## src/rtl/hilo_div_unit.sv

```systemverilog
// HI/LO register pair with a 32-cycle restoring divider.
// Optional macro HILO_BYPASS_EN forwards same-cycle writes to rd_hi/rd_lo.
module hilo_div_unit #(
  parameter int                DATA_W    = 32,
  parameter logic [DATA_W-1:0] RESET_VAL = '0
) (
  input  logic              clk,
  input  logic              reset,
  input  logic              we_hi,
  input  logic              we_lo,
  input  logic [DATA_W-1:0] wdata_hi,
  input  logic [DATA_W-1:0] wdata_lo,
  input  logic              div_start,
  input  logic              div_signed,
  input  logic [DATA_W-1:0] div_a,
  input  logic [DATA_W-1:0] div_b,
  input  logic              div_cancel,
  output logic [DATA_W-1:0] rd_hi,
  output logic [DATA_W-1:0] rd_lo,
  output logic              div_busy
);

  localparam int CNT_W = $clog2(DATA_W);

  typedef enum logic [1:0] {
    IDLE,
    CALC,
    DONE
  } state_t;

  state_t state_q, state_d;

  logic [DATA_W-1:0] hi_q, lo_q;
  logic [DATA_W-1:0] rem_q, quo_q, dvs_q;
  logic [CNT_W-1:0]  cnt_q;
  logic              q_neg_q, r_neg_q, dvz_q, sgn_q;

  logic              start_ok;
  logic              calc_ok;
  logic              done_wr;
  logic [DATA_W:0]   shifted;
  logic [DATA_W:0]   diff;
  logic              ge;
  logic [DATA_W-1:0] a_mag, b_mag;
  logic [DATA_W-1:0] q_fix, r_fix;
  logic [DATA_W-1:0] res_hi, res_lo;

  // Next-state decode and handshake strobes
  always_comb begin
    state_d  = state_q;
    start_ok = 1'b0;
    calc_ok  = 1'b0;
    done_wr  = 1'b0;
    div_busy = (state_q != IDLE);
    unique case (state_q)
      IDLE: begin
        if (div_start && !div_cancel) begin
          start_ok = 1'b1;
          state_d  = CALC;
        end
      end
      CALC: begin
        if (div_cancel) begin
          state_d = IDLE;
        end else begin
          calc_ok = 1'b1;
          if (cnt_q == CNT_W'(DATA_W - 1)) state_d = DONE;
        end
      end
      DONE: begin
        done_wr = !div_cancel;
        state_d = IDLE;
      end
      default: state_d = IDLE;
    endcase
  end

  // Operand magnitudes, one restoring step, and the sign fixup
  always_comb begin
    a_mag   = (div_signed && div_a[DATA_W-1]) ?
              (~div_a + DATA_W'(1)) : div_a;
    b_mag   = (div_signed && div_b[DATA_W-1]) ?
              (~div_b + DATA_W'(1)) : div_b;
    shifted = {rem_q, quo_q[DATA_W-1]};
    diff    = shifted - {1'b0, dvs_q};
    ge      = !diff[DATA_W];
    q_fix   = q_neg_q ? (~quo_q + DATA_W'(1)) : quo_q;
    r_fix   = r_neg_q ? (~rem_q + DATA_W'(1)) : rem_q;
    res_hi  = r_fix;
    res_lo  = dvz_q ? '1 : q_fix;
  end

  // FSM state register
  always_ff @(posedge clk) begin
    if (reset) state_q <= IDLE;
    else       state_q <= state_d;
  end

  // Divider datapath: capture on start, shift-subtract while calculating
  always_ff @(posedge clk) begin
    if (reset) begin
      rem_q   <= '0;
      quo_q   <= '0;
      dvs_q   <= '0;
      cnt_q   <= '0;
      q_neg_q <= 1'b0;
      r_neg_q <= 1'b0;
      dvz_q   <= 1'b0;
      sgn_q   <= 1'b0;
    end else if (start_ok) begin
      rem_q   <= '0;
      quo_q   <= a_mag;
      dvs_q   <= b_mag;
      cnt_q   <= '0;
      sgn_q   <= div_signed;
      q_neg_q <= div_signed &
                 (div_a[DATA_W-1] ^ div_b[DATA_W-1]);
      r_neg_q <= div_signed & div_a[DATA_W-1];
      dvz_q   <= (div_b == '0);
    end else if (calc_ok) begin
      rem_q <= ge ? diff[DATA_W-1:0] : shifted[DATA_W-1:0];
      quo_q <= {quo_q[DATA_W-2:0], ge};
      cnt_q <= cnt_q + CNT_W'(1);
    end
  end

  // Architectural HI/LO; the divider result beats direct writes
  always_ff @(posedge clk) begin
    if (reset) begin
      hi_q <= RESET_VAL;
      lo_q <= RESET_VAL;
    end else if (done_wr) begin
      hi_q <= res_hi;
      lo_q <= res_lo;
    end else begin
      if (we_hi) hi_q <= wdata_hi;
      if (we_lo) lo_q <= wdata_lo;
    end
  end

`ifdef HILO_BYPASS_EN
  // Forward this cycle's write so MFHI/MFLO see it without a stall
  always_comb begin
    rd_hi = done_wr ? res_hi : (we_hi ? wdata_hi : hi_q);
    rd_lo = done_wr ? res_lo : (we_lo ? wdata_lo : lo_q);
  end
`else
  // Registered read data only; the pipeline handles the hazard
  always_comb begin
    rd_hi = hi_q;
    rd_lo = lo_q;
  end
`endif

  logic unused_sgn;
  assign unused_sgn = sgn_q;

endmodule

```

## config.mk

```make
export PLATFORM = sky130hd
export DESIGN_NAME = hilo_div_unit
export DESIGN_NICKNAME = d
export VERILOG_FILES = /design/src/rtl/hilo_div_unit.sv
export SDC_FILE = /design/constraint.sdc
export NUM_CORES = 1
export LEC_CHECK = 0
export BUFFER_PORTS_ARGS = -buffer_cell sky130_fd_sc_hd__clkbuf_2
export CAP_MARGIN = 20
export CORE_MARGIN = 5
export CORE_UTILIZATION = 25
export DETAILED_ROUTE_END_ITERATION = 7
export PLACE_DENSITY = 0.52
export SYNTH_ARGS = -nofsm -noshare
export SYNTH_HDL_FRONTEND = slang
export SYNTH_SLANG_ARGS = --single-unit
```

## constraint.sdc

```tcl
create_clock -name clk -period 8.85 [get_ports clk]
set_input_delay 1.77 -clock clk [delete_from_list [all_inputs] [get_ports clk]]
set_output_delay 1.77 -clock clk [all_outputs]
set_load 0.01 [all_outputs]
```

==> out/qor.yml, run 1 <==
grt_usage_pct: 14.62
antenna_found_initial: 1
fin_nets: 1734
cts_root_buf: "clkbuf_16"
synth_warnings: 0
hold_path_class: "flip-flop to flip-flop"
period_share_pct: 47.46
die_area_mm2: 0.04960
synth_edf_count: 0
min_period_ps: 4200
fmax_ghz: 0.2381
slew_viol_final: 0
cap_violations: 0
syn2layout_area_growth_pct: 18.67
cts-htree-levels: 4
grt.overflow.total: 0
arrival_ps: 4570
status: "complete, no violations"
fp.dieW_um: 222.7
critical_path_class: "input pin to flip-flop"
cts_tree: "built"
cts_setup_buffers: 0
p_sw_share_pct: 31.50
synth_area_leaders: "dfxtp_1 30%, a21oi_1 6.4%, xnor2_1 6.1%, mux2i_1 5.8%, xor2_1 5.3%"
drt_first_iter_violations: 749
vias: 10680
postCtsHoldBufs: 0
syn_area_mm2: 0.01131
rows: 78
final-setup-viol-count: 0
numPortBuffers: 199
clk_path_buf_depth: 2
synthCells: 1431
drc_errors: 0
postCtsResizedCells: 0
fp.dieH_um: 222.7
yosysUniqueCellTypes: 65
clkSlewWorstSetupHoldPaths_ps: 70
crit_fanout: 5
wl_per_cell_um: 17.11
power_density_mw_per_mm2: 163.3
initial_utilization_pct: 25.09
hpwl_mm: 28.93
yosys.area.top_type: "dfxtp_1"
leakagePower_nw: 5.453
drive_gt1_share_pct: 16.93
slew_headroom_pct: 25.51
endpoint_kind: "flip-flop"
grt_pass1_vias: 10110
drt_wl_total_mm: 37.17
hold_ws_ps: 461.0
clock_sinks: 170
p_seq_share_pct: 38.7
p_comb_share_pct: 25.0
ant_nets: 0
io_pins: 200
clockPowerShare_pct: 36.3
ys_ff_latch: 170
critPathLaunchType: "input pin"
hold_viol_final: 0
clock_latency_ps: 450
mostFrequentLayoutCells: "198 x clkbuf_2, 170 x dfxtp_1, 144 x a21oi_1"
routabilityCongestion: 0.8696
avgSynthCellArea_um2: 7.905
worst_pin_slew_ps: 1117
rsz0062_at_grt: "false"
seq_area_frac_synth_pct: 30.09
fill_cells: 4845
p_int_mw: 1.502
p_sw_mw: 0.6907
grt_pass1_wl_mm: 58.37
first_pass_iters: 6
fin_skew_ps: 10.65
final_common_cell: "clkbuf_2"
ys.flop_type: "dfxtp_1"
avgViaCountPerCell: 4.918
cts_buffers: 17
core-area_mm2: 0.04509
grt_start_max_net_pins: 101
async_flop_share_pct: 0
ir_drop_mv: 0.1183
synth_top_cell_area_share_pct: 30.09
required_ps: 9220
postSynthNetCount: 1605
fin_tns_setup_ps: 0
routing by layer:
| metal | track usage, % | part of all wire, % | vias to the layer above |
|---|---|---|---|
| li1 | - | - | 5447 |
| met1 | 22.75 | 53 | 4997 |
| met2 | 20.38 | 41 | 210 |
| met3 | 2.471 | 4.3 | 27 |
| met4 | 4.209 | 1.6 | 0 |
| met5 | 0 | 0 | - |
power by group through the flow:
stage                     clock network, mW  logic [mW]  registers, mW
after floorplan                           0       0.383          0.858
after global placement                    0       0.542          0.866
after detailed placement                  0       0.545          0.867
after CTS                             0.825       0.548          0.850
after global routing                  0.852       0.607          0.855
final                                 0.796       0.548          0.849
critical path: stages:
cell and delay [ps]:
clkbuf_2 100, nor4_1 610, nand3_1 240, or4_1 630
nor4_1 640, a21oi_1 190, xnor2_1 180, a211oi_1 210
cell type report:
class / count / area, µm² / share of cell area [%]
clock inverter: 9 / 138.9 / 1.035
sequential: 170 / 3403 / 25.35
multi-input combinational: 1109 / 7358 / 54.81
tap: 600 / 750.7 / 5.592
inverter: 51 / 191.4 / 1.426
antenna: 1 / 2.502 / 0.01864
clock buffer: 21 / 470.5 / 3.505
timing repair buffer: 211 / 1109 / 8.258
cells in the mapped netlist, types with 31 or more instances:
cell	number
o31ai_1	31
xnor2_1	79
nand2_1	115
inv_1	51
xor2_1	69
ha_1	38
a21oi_1	144
nor2_1	119
dfxtp_1	170
clkbuf_1	89
o21ai_0	76
a211oi_1	75
mux2i_1	65
nor3_1	31
registers in the layout, indices dropped and copies added, names as in the netlist:
name     cells
dvs_q       32
quo_q       32
rd_hi       32
rd_lo       32
rem_q       32
cnt_q        5
state_q      2
dvz_q        1
q_neg_q      1
r_neg_q      1
final timing paths:
kind,from,endpoint,slack (ps),cells past startpoint
setup / recovery,div_b[5],dvs_q[25]$_SDFFE_PP0P_,4650,8
hold / removal,dvs_q[29]$_SDFFE_PP0P_,dvs_q[29]$_SDFFE_PP0P_,460,2
setup reg to reg,quo_q[31]$_SDFFE_PP0P_,rem_q[3]$_SDFFE_PP0P_,4810,13
hold reg to reg,dvs_q[29]$_SDFFE_PP0P_,dvs_q[29]$_SDFFE_PP0P_,460,2
per-stage QoR:
stage	area [µm²]	power [mW]	cells	util [%]	worst slack [ps]
6_report	13420	2.192	2172	29.77	4650
5_1_grt	13420	2.314	2172	29.77	4243
4_1_cts	13390	2.223	2170	29.71	4681
3_5_place_dp	12780	1.412	2140	28.36	4177
3_3_place_gp	12780	1.408	2140	28.36	4302
2_1_floorplan	11310	1.241	1431	-	4849
logic make-up (layout without fill, tap and decap cells):
family / count (synthesis) / after routing / share of synthesized area, %
muxes: 66 / 66 / 5.851
other: 0 / 1 / 0
buffers and inverters: 152 / 292 / 5.143
AOI/OAI and AO/OA: 446 / 446 / 25.41
adders and majority gates: 39 / 39 / 4.380
xor gates and xnor gates: 148 / 148 / 11.46
and+or+nand+nor: 410 / 410 / 17.68
DFF: 170 / 170 / 30.09
Power figures use the tool's default switching activity.
==> inputs of run 2 (changes only) <==
- clock period: 8.85 -> 3.9 ns (I/O delays scaled with it)
==> out/qor.yml, run 2 (synthesis results as in run 1) <==
initial_utilization_pct: 25.09  # unchanged
vias: 10780  # +0.96%
clockPowerShare_pct: 34.4  # -1.9 points
crit_fanout: 28  # +23
critical_path_class: "flip-flop to flip-flop"
p_comb_share_pct: 26.2  # +1.2 points
hold_depth: 2  # unchanged
arrival_ps: 3930  # -640 ps
cts_buffers: 17  # unchanged
hold_path_end: "dvs_q[0]$_SDFFE_PP0P_"
fin_tns_setup_ps: 0  # unchanged
p_seq_share_pct: 39.5  # +0.8 points
fin_skew_ps: 12.99  # +2.337 ps
antennaDiodeCount: 0  # -1
drt_first_iter_violations: 709  # -5.3%
drt_wl_total_mm: 37.64  # +1.3%
cap_violations: 0  # unchanged
die_area_mm2: 0.04960  # unchanged
cts_tree: "built"
fin_nets: 1744  # +0.58%
path_common_cell: "a21oi_1"
period_share_pct: 93.08
syn2layout_area_growth_pct: 18.81
drc_errors: 0  # unchanged
r2r_setup_slack_ps: 270  # -4540 ps
ant_nets: 0  # unchanged
clkSlewWorstSetupHoldPaths_ps: 70  # about the same
critPathSlowestCell: "a2111oi_2"
final_common_cell: "clkbuf_2"
power_density_mw_per_mm2: 362.6  # +120%
rsz0062_at_grt: "false"
cts_setup_buffers: 0  # unchanged
status: "complete, no violations"
cts_root_buf: "clkbuf_16"
fin_util_pct: 29.81  # +0.036 points
r2r-end: "rem_q[4]$_SDFFE_PP0P_"
required_ps: 4200  # -5020 ps
critPathTopFamily: "compound AO/OA/AOI/OAI gates"
mostFrequentLayoutCells: "198 x clkbuf_2, 170 x dfxtp_1, 144 x a21oi_1"
fill_cells: 4931  # +1.8%
avgViaCountPerCell: 4.940  # +0.46%
fmax_ghz: 0.2755
grt_pass1_wl_mm: 57.99  # -0.64%
grt_usage_pct: 14.45  # -0.17 points
first_pass_iters: 5  # -1
core-area_mm2: 0.04509  # unchanged
wl_per_cell_um: 17.24  # +0.74%
p_sw_mw: 1.672  # +140%
fp.dieH_um: 222.7  # unchanged
hpwl_mm: 29.71  # +2.7%
p_sw_share_pct: 34.30  # +2.8 points
grt_start_max_net_pins: 92  # -8.9%
ff_latch_area_mm2: 0.003403  # unchanged
clk_path_buf_depth: 2  # unchanged
clock_sinks: 170  # unchanged
slew_headroom_pct: 27.98  # +2.5 points
rows: 78  # unchanged
grt_pass1_vias: 10010  # -0.97%
min_period_ps: 3630
worst_pin_slew_ps: 1080  # -37.09 ps
routabilityCongestion: 0.8669  # -0.31%
p_int_mw: 3.202  # +110%
r2r-start: "quo_q[31]$_SDFFE_PP0P_"
clock_latency_ps: 450  # about the same
hold_path_class: "flip-flop to flip-flop"
endpoint_kind: "flip-flop"
postCtsResizedCells: 0  # unchanged
fp.dieW_um: 222.7  # unchanged
grt.overflow.total: 0  # unchanged
ff2ff_path_depth: 13  # unchanged
cp_num_buf_inv: 2  # +1
slew_viol_final: 0  # unchanged
hold_viol_final: 0  # unchanged
leakagePower_nw: 5.487  # +0.62%
drive_gt1_share_pct: 17.56  # +0.63 points
antenna_found_initial: 0  # -1
critPathLaunchType: "flip-flop"
hp-start: "dvs_q[0]$_SDFFE_PP0P_"
io_pins: 200  # unchanged
cts-htree-levels: 4  # unchanged
crit_path_cell_trace: "inv_1 > ha_1 > fa_1 > nand2b_1 > a21oi_1 > o21ai_1 > a2111oi_2 > o31ai_1 > o21ai_2 > xor2_4 > buf_12 > mux2i_1 > a21oi_1"
multi_input_area_mm2: 0.007358  # unchanged
numPortBuffers: 199  # unchanged
postCtsHoldBufs: 0  # unchanged
final-setup-viol-count: 0  # unchanged
max_stage_delay_ps: 430  # -210 ps
ir_drop_mv: 0.2914  # +150%
run 2: routing by layer:
| metal | wire, µm | vias up | part of all wire, % | track usage (%) |
|---|---|---|---|---|
| met1 | 19580 | 5037 | 52 | 22.16 |
| met5 | 0 | - | 0 | 0 |
| met2 | 15640 | 242 | 42 | 20.91 |
| met4 | 393 | 0 | 1.0 | 3.241 |
| met3 | 2021 | 24 | 5.4 | 2.616 |
| li1 | - | 5481 | - | - |
run 2: power by group through the flow:
| stage | clock [mW] | combinational [mW] | sequential [mW] |
|---|---|---|---|
| 4_1_cts | 1.73 | 1.28 | 1.92 |
| 6_report | 1.67 | 1.28 | 1.92 |
| 3_5_place_dp | 0 | 1.27 | 1.96 |
| 2_1_floorplan | 0 | 0.869 | 1.95 |
| 3_3_place_gp | 0 | 1.27 | 1.96 |
| 5_1_grt | 1.78 | 1.41 | 1.94 |
run 2: area by class of cell:
cell class / count / share of cell area, %
multi-input combinational: 1109 / 54.75
sequential: 170 / 25.32
timing repair buffer: 221 / 8.751
tap: 600 / 5.586
clock buffer: 18 / 3.193
inverter: 51 / 1.424
clock inverter: 14 / 0.9775
run 2: through the flow:
step / cells / hold WS, ps / worst slack, ps / cell area (µm²) / power (mW)
after floorplan: 1431 / 431.9 / 708.1 / 11310 / 2.816
after global placement: 2151 / 446.2 / 405.7 / 12880 / 3.234
after detailed placement: 2151 / 455.1 / 302.9 / 12880 / 3.238
after CTS: 2183 / 464.1 / 277.0 / 13440 / 4.929
after global routing: 2183 / 495.3 / 22.49 / 13440 / 5.127
final: 2183 / 459.7 / 269.9 / 13440 / 4.874
run 2: worst max-delay path by stage:
stage | from | to | slack (ps) | cells past startpoint
finish | quo_q[31]$_SDFFE_PP0P_ | rem_q[4]$_SDFFE_PP0P_ | 270 | 13
global route | rem_q[0]$_SDFFE_PP0P_ | rem_q[23]$_SDFFE_PP0P_ | 20 | 12
CTS | quo_q[31]$_SDFFE_PP0P_ | rem_q[18]$_SDFFE_PP0P_ | 280 | 13
detailed placement | quo_q[31]$_SDFFE_PP0P_ | rem_q[18]$_SDFFE_PP0P_ | 300 | 13
global placement | quo_q[31]$_SDFFE_PP0P_ | rem_q[16]$_SDFFE_PP0P_ | 410 | 13
floorplan | quo_q[31]$_SDFFE_PP0P_ | rem_q[12]$_SDFFE_PP0P_ | 710 | 13
run 2: worst min-delay path, stage by stage (launching register included):
cell and delay, ps:
dfxtp_1 310, nand2_1 50, a21oi_1 50
==> inputs of run 3 (changes only) <==
- BUFFER_PORTS_ARGS: -buffer_cell sky130_fd_sc_hd__clkbuf_2 -> -buffer_cell sky130_fd_sc_hd__buf_4
==> out/qor.yml, run 3 (synthesis results as in run 1) <==
postCtsHoldBufs: 0  # unchanged
slew_viol_final: 0  # unchanged
rows: 78  # unchanged
grt.overflow.total: 0  # unchanged
cts_tree: "built"
clock_sinks: 170  # unchanged
fin_nets: 1745  # +0.057%
required_ps: 4230  # +30 ps
grt_start_max_net_pins: 102  # +11%
endpoint_kind: "flip-flop"
fin_cells: 2184  # +0.046%
worst_pin_slew_ps: 855.3  # -224.9 ps
final_common_cell: "buf_4"
drt_wl_total_mm: 38.02  # +1.0%
arrival_ps: 3950  # +20 ps
leakagePower_nw: 5.639  # +2.8%
vias: 10760  # -0.19%
avgViaCountPerCell: 4.928  # -0.24%
hold_path_class: "flip-flop to flip-flop"
crit_path_cell_trace: "inv_1 > ha_1 > fa_1 > nand2b_1 > a21oi_1 > o21ai_1 > a2111oi_2 > o31ai_1 > o21ai_2 > xor2_4 > buf_12 > mux2i_1 > a21oi_1"
antenna_found_initial: 0  # unchanged
fmax_ghz: 0.2761  # +0.22%
numPortBuffers: 199  # unchanged
grt_usage_pct: 14.75  # +0.30 points
setup_slack_ps: 278.1  # +8.130 ps
fp.dieH_um: 222.7  # unchanged
grt_pass1_wl_mm: 59.56  # +2.7%
cts_buffers: 17  # unchanged
critical_path_class: "flip-flop to flip-flop"
period_share_pct: 92.87  # -0.21 points
clk_path_buf_depth: 2  # unchanged
clock_latency_ps: 450  # about the same
cts_root_buf: "clkbuf_16"
mostFrequentLayoutCells: "218 x buf_4, 170 x dfxtp_1, 144 x a21oi_1"
ant_nets: 0  # unchanged
cap_violations: 0  # unchanged
drc_errors: 0  # unchanged
multi_input_area_mm2: 0.007358  # unchanged
wl_per_cell_um: 17.41  # +0.96%
hpwl_mm: 29.81  # +0.31%
dp_cells: 2152  # +0.046%
syn2layout_area_growth_pct: 23.57
routabilityCongestion: 0.8653  # -0.18%
grt_pass1_vias: 10240  # +2.3%
ir_drop_mv: 0.2387  # -18%
fin_skew_ps: 9.881  # -3.110 ps
crit_fanout: 26  # -7.1%
drive_gt1_share_pct: 17.68  # +0.12 points
min_period_ps: 3622  # -8.130 ps
die_area_mm2: 0.04960  # unchanged
initial_utilization_pct: 25.09  # unchanged
slew_headroom_pct: 42.84  # +15 points
critPathLaunchType: "flip-flop"
core-area_mm2: 0.04509  # unchanged
hold_ws_ps: 466.6  # +6.950 ps
fp.dieW_um: 222.7  # unchanged
clkSlewWorstSetupHoldPaths_ps: 70  # about the same
power_density_mw_per_mm2: 353.5  # -2.5%
status: "complete, no violations"
max_stage_delay_ps: 420  # about the same
fin_tns_setup_ps: 0  # unchanged
hold_viol_final: 0  # unchanged
io_pins: 200  # unchanged
fill_cells: 4843  # -1.8%
critPathSlowestCell: "a2111oi_2"
cts-htree-levels: 4  # unchanged
path_common_cell: "a21oi_1"
post-place-ws_ps: 300.6  # -2.248 ps
drt_first_iter_violations: 678  # -4.4%
fin_util_pct: 31.00  # +1.2 points
final-setup-viol-count: 0  # unchanged
antennaDiodeCount: 0  # unchanged
rsz0062_at_grt: "false"
first_pass_iters: 7  # +2
ff_latch_area_mm2: 0.003403  # unchanged
-- run 3: changes by cell type in the layout (fill, tap and decap cells not counted) --
cell        before  now
buf_4           22  218
inv_8            3    5
clkinv_4         2    0
buf_12           1    4
clkinv_2         1    2
clkinvlp_4       2    3
clkbuf_1         1    0
clkinv_8         1    0
clkbuf_2       198    0
-- run 3: critical path, delay by kind of cell, from the launching register on --
family | cells | cell delay [ps]
compound gates | 6 | 1530
fa+ha+maj | 2 | 610
flops | 1 | 370
buf+inv | 2 | 310
xor+xnor | 1 | 260
mux | 1 | 230
simple gates | 1 | 190
-- run 3: area by class of cell --
class,count,share of cell area [%]
multi-input cells,1109,52.64
flip-flops and latches,170,24.35
repair buffers,222,12.28
well taps,600,5.371
clock buffers,17,3.043
inverters,51,1.369
clock inverters,15,0.9488
-- run 3: power breakdown --
group          internal [mW]  switching [mW]  total [mW]
clock                  0.844           0.833        1.68
sequential              1.83          0.0934        1.92
combinational          0.591           0.752        1.34
total                   3.26            1.68        4.94
-- run 3: per-layer routing --
layer / global-route usage, % / share of wire [%] / vias up
met2: 21.53 / 42 / 239
met3: 3.025 / 5.6 / 19
met5: 0 / 0 / -
met1: 22.40 / 52 / 5021
met4: 2.905 / 0.78 / 0
li1: - / - / 5484
-- run 3: timing repair --
item	CTS	global route
setup endpoints to repair	0	1
resized for setup	0	0
buffers inserted	0	0
-- run 3: stage by stage --
stage	instance area, µm²	total power, mW
2_1_floorplan	11310	2.816
3_3_place_gp	13420	3.295
3_5_place_dp	13420	3.302
4_1_cts	13980	4.997
5_1_grt	13980	5.217
6_report	13980	4.942
-- run 3: final timing paths --
kind / startpoint / endpoint / slack (ps) / depth (start not counted)
max: quo_q[31]$_SDFFE_PP0P_ / rem_q[16]$_SDFFE_PP0P_ / 280 / 13
min: dvs_q[0]$_SDFFE_PP0P_ / dvs_q[0]$_SDFFE_PP0P_ / 470 / 2
max reg2reg: quo_q[31]$_SDFFE_PP0P_ / rem_q[16]$_SDFFE_PP0P_ / 280 / 13
min reg2reg: dvs_q[0]$_SDFFE_PP0P_ / dvs_q[0]$_SDFFE_PP0P_ / 470 / 2
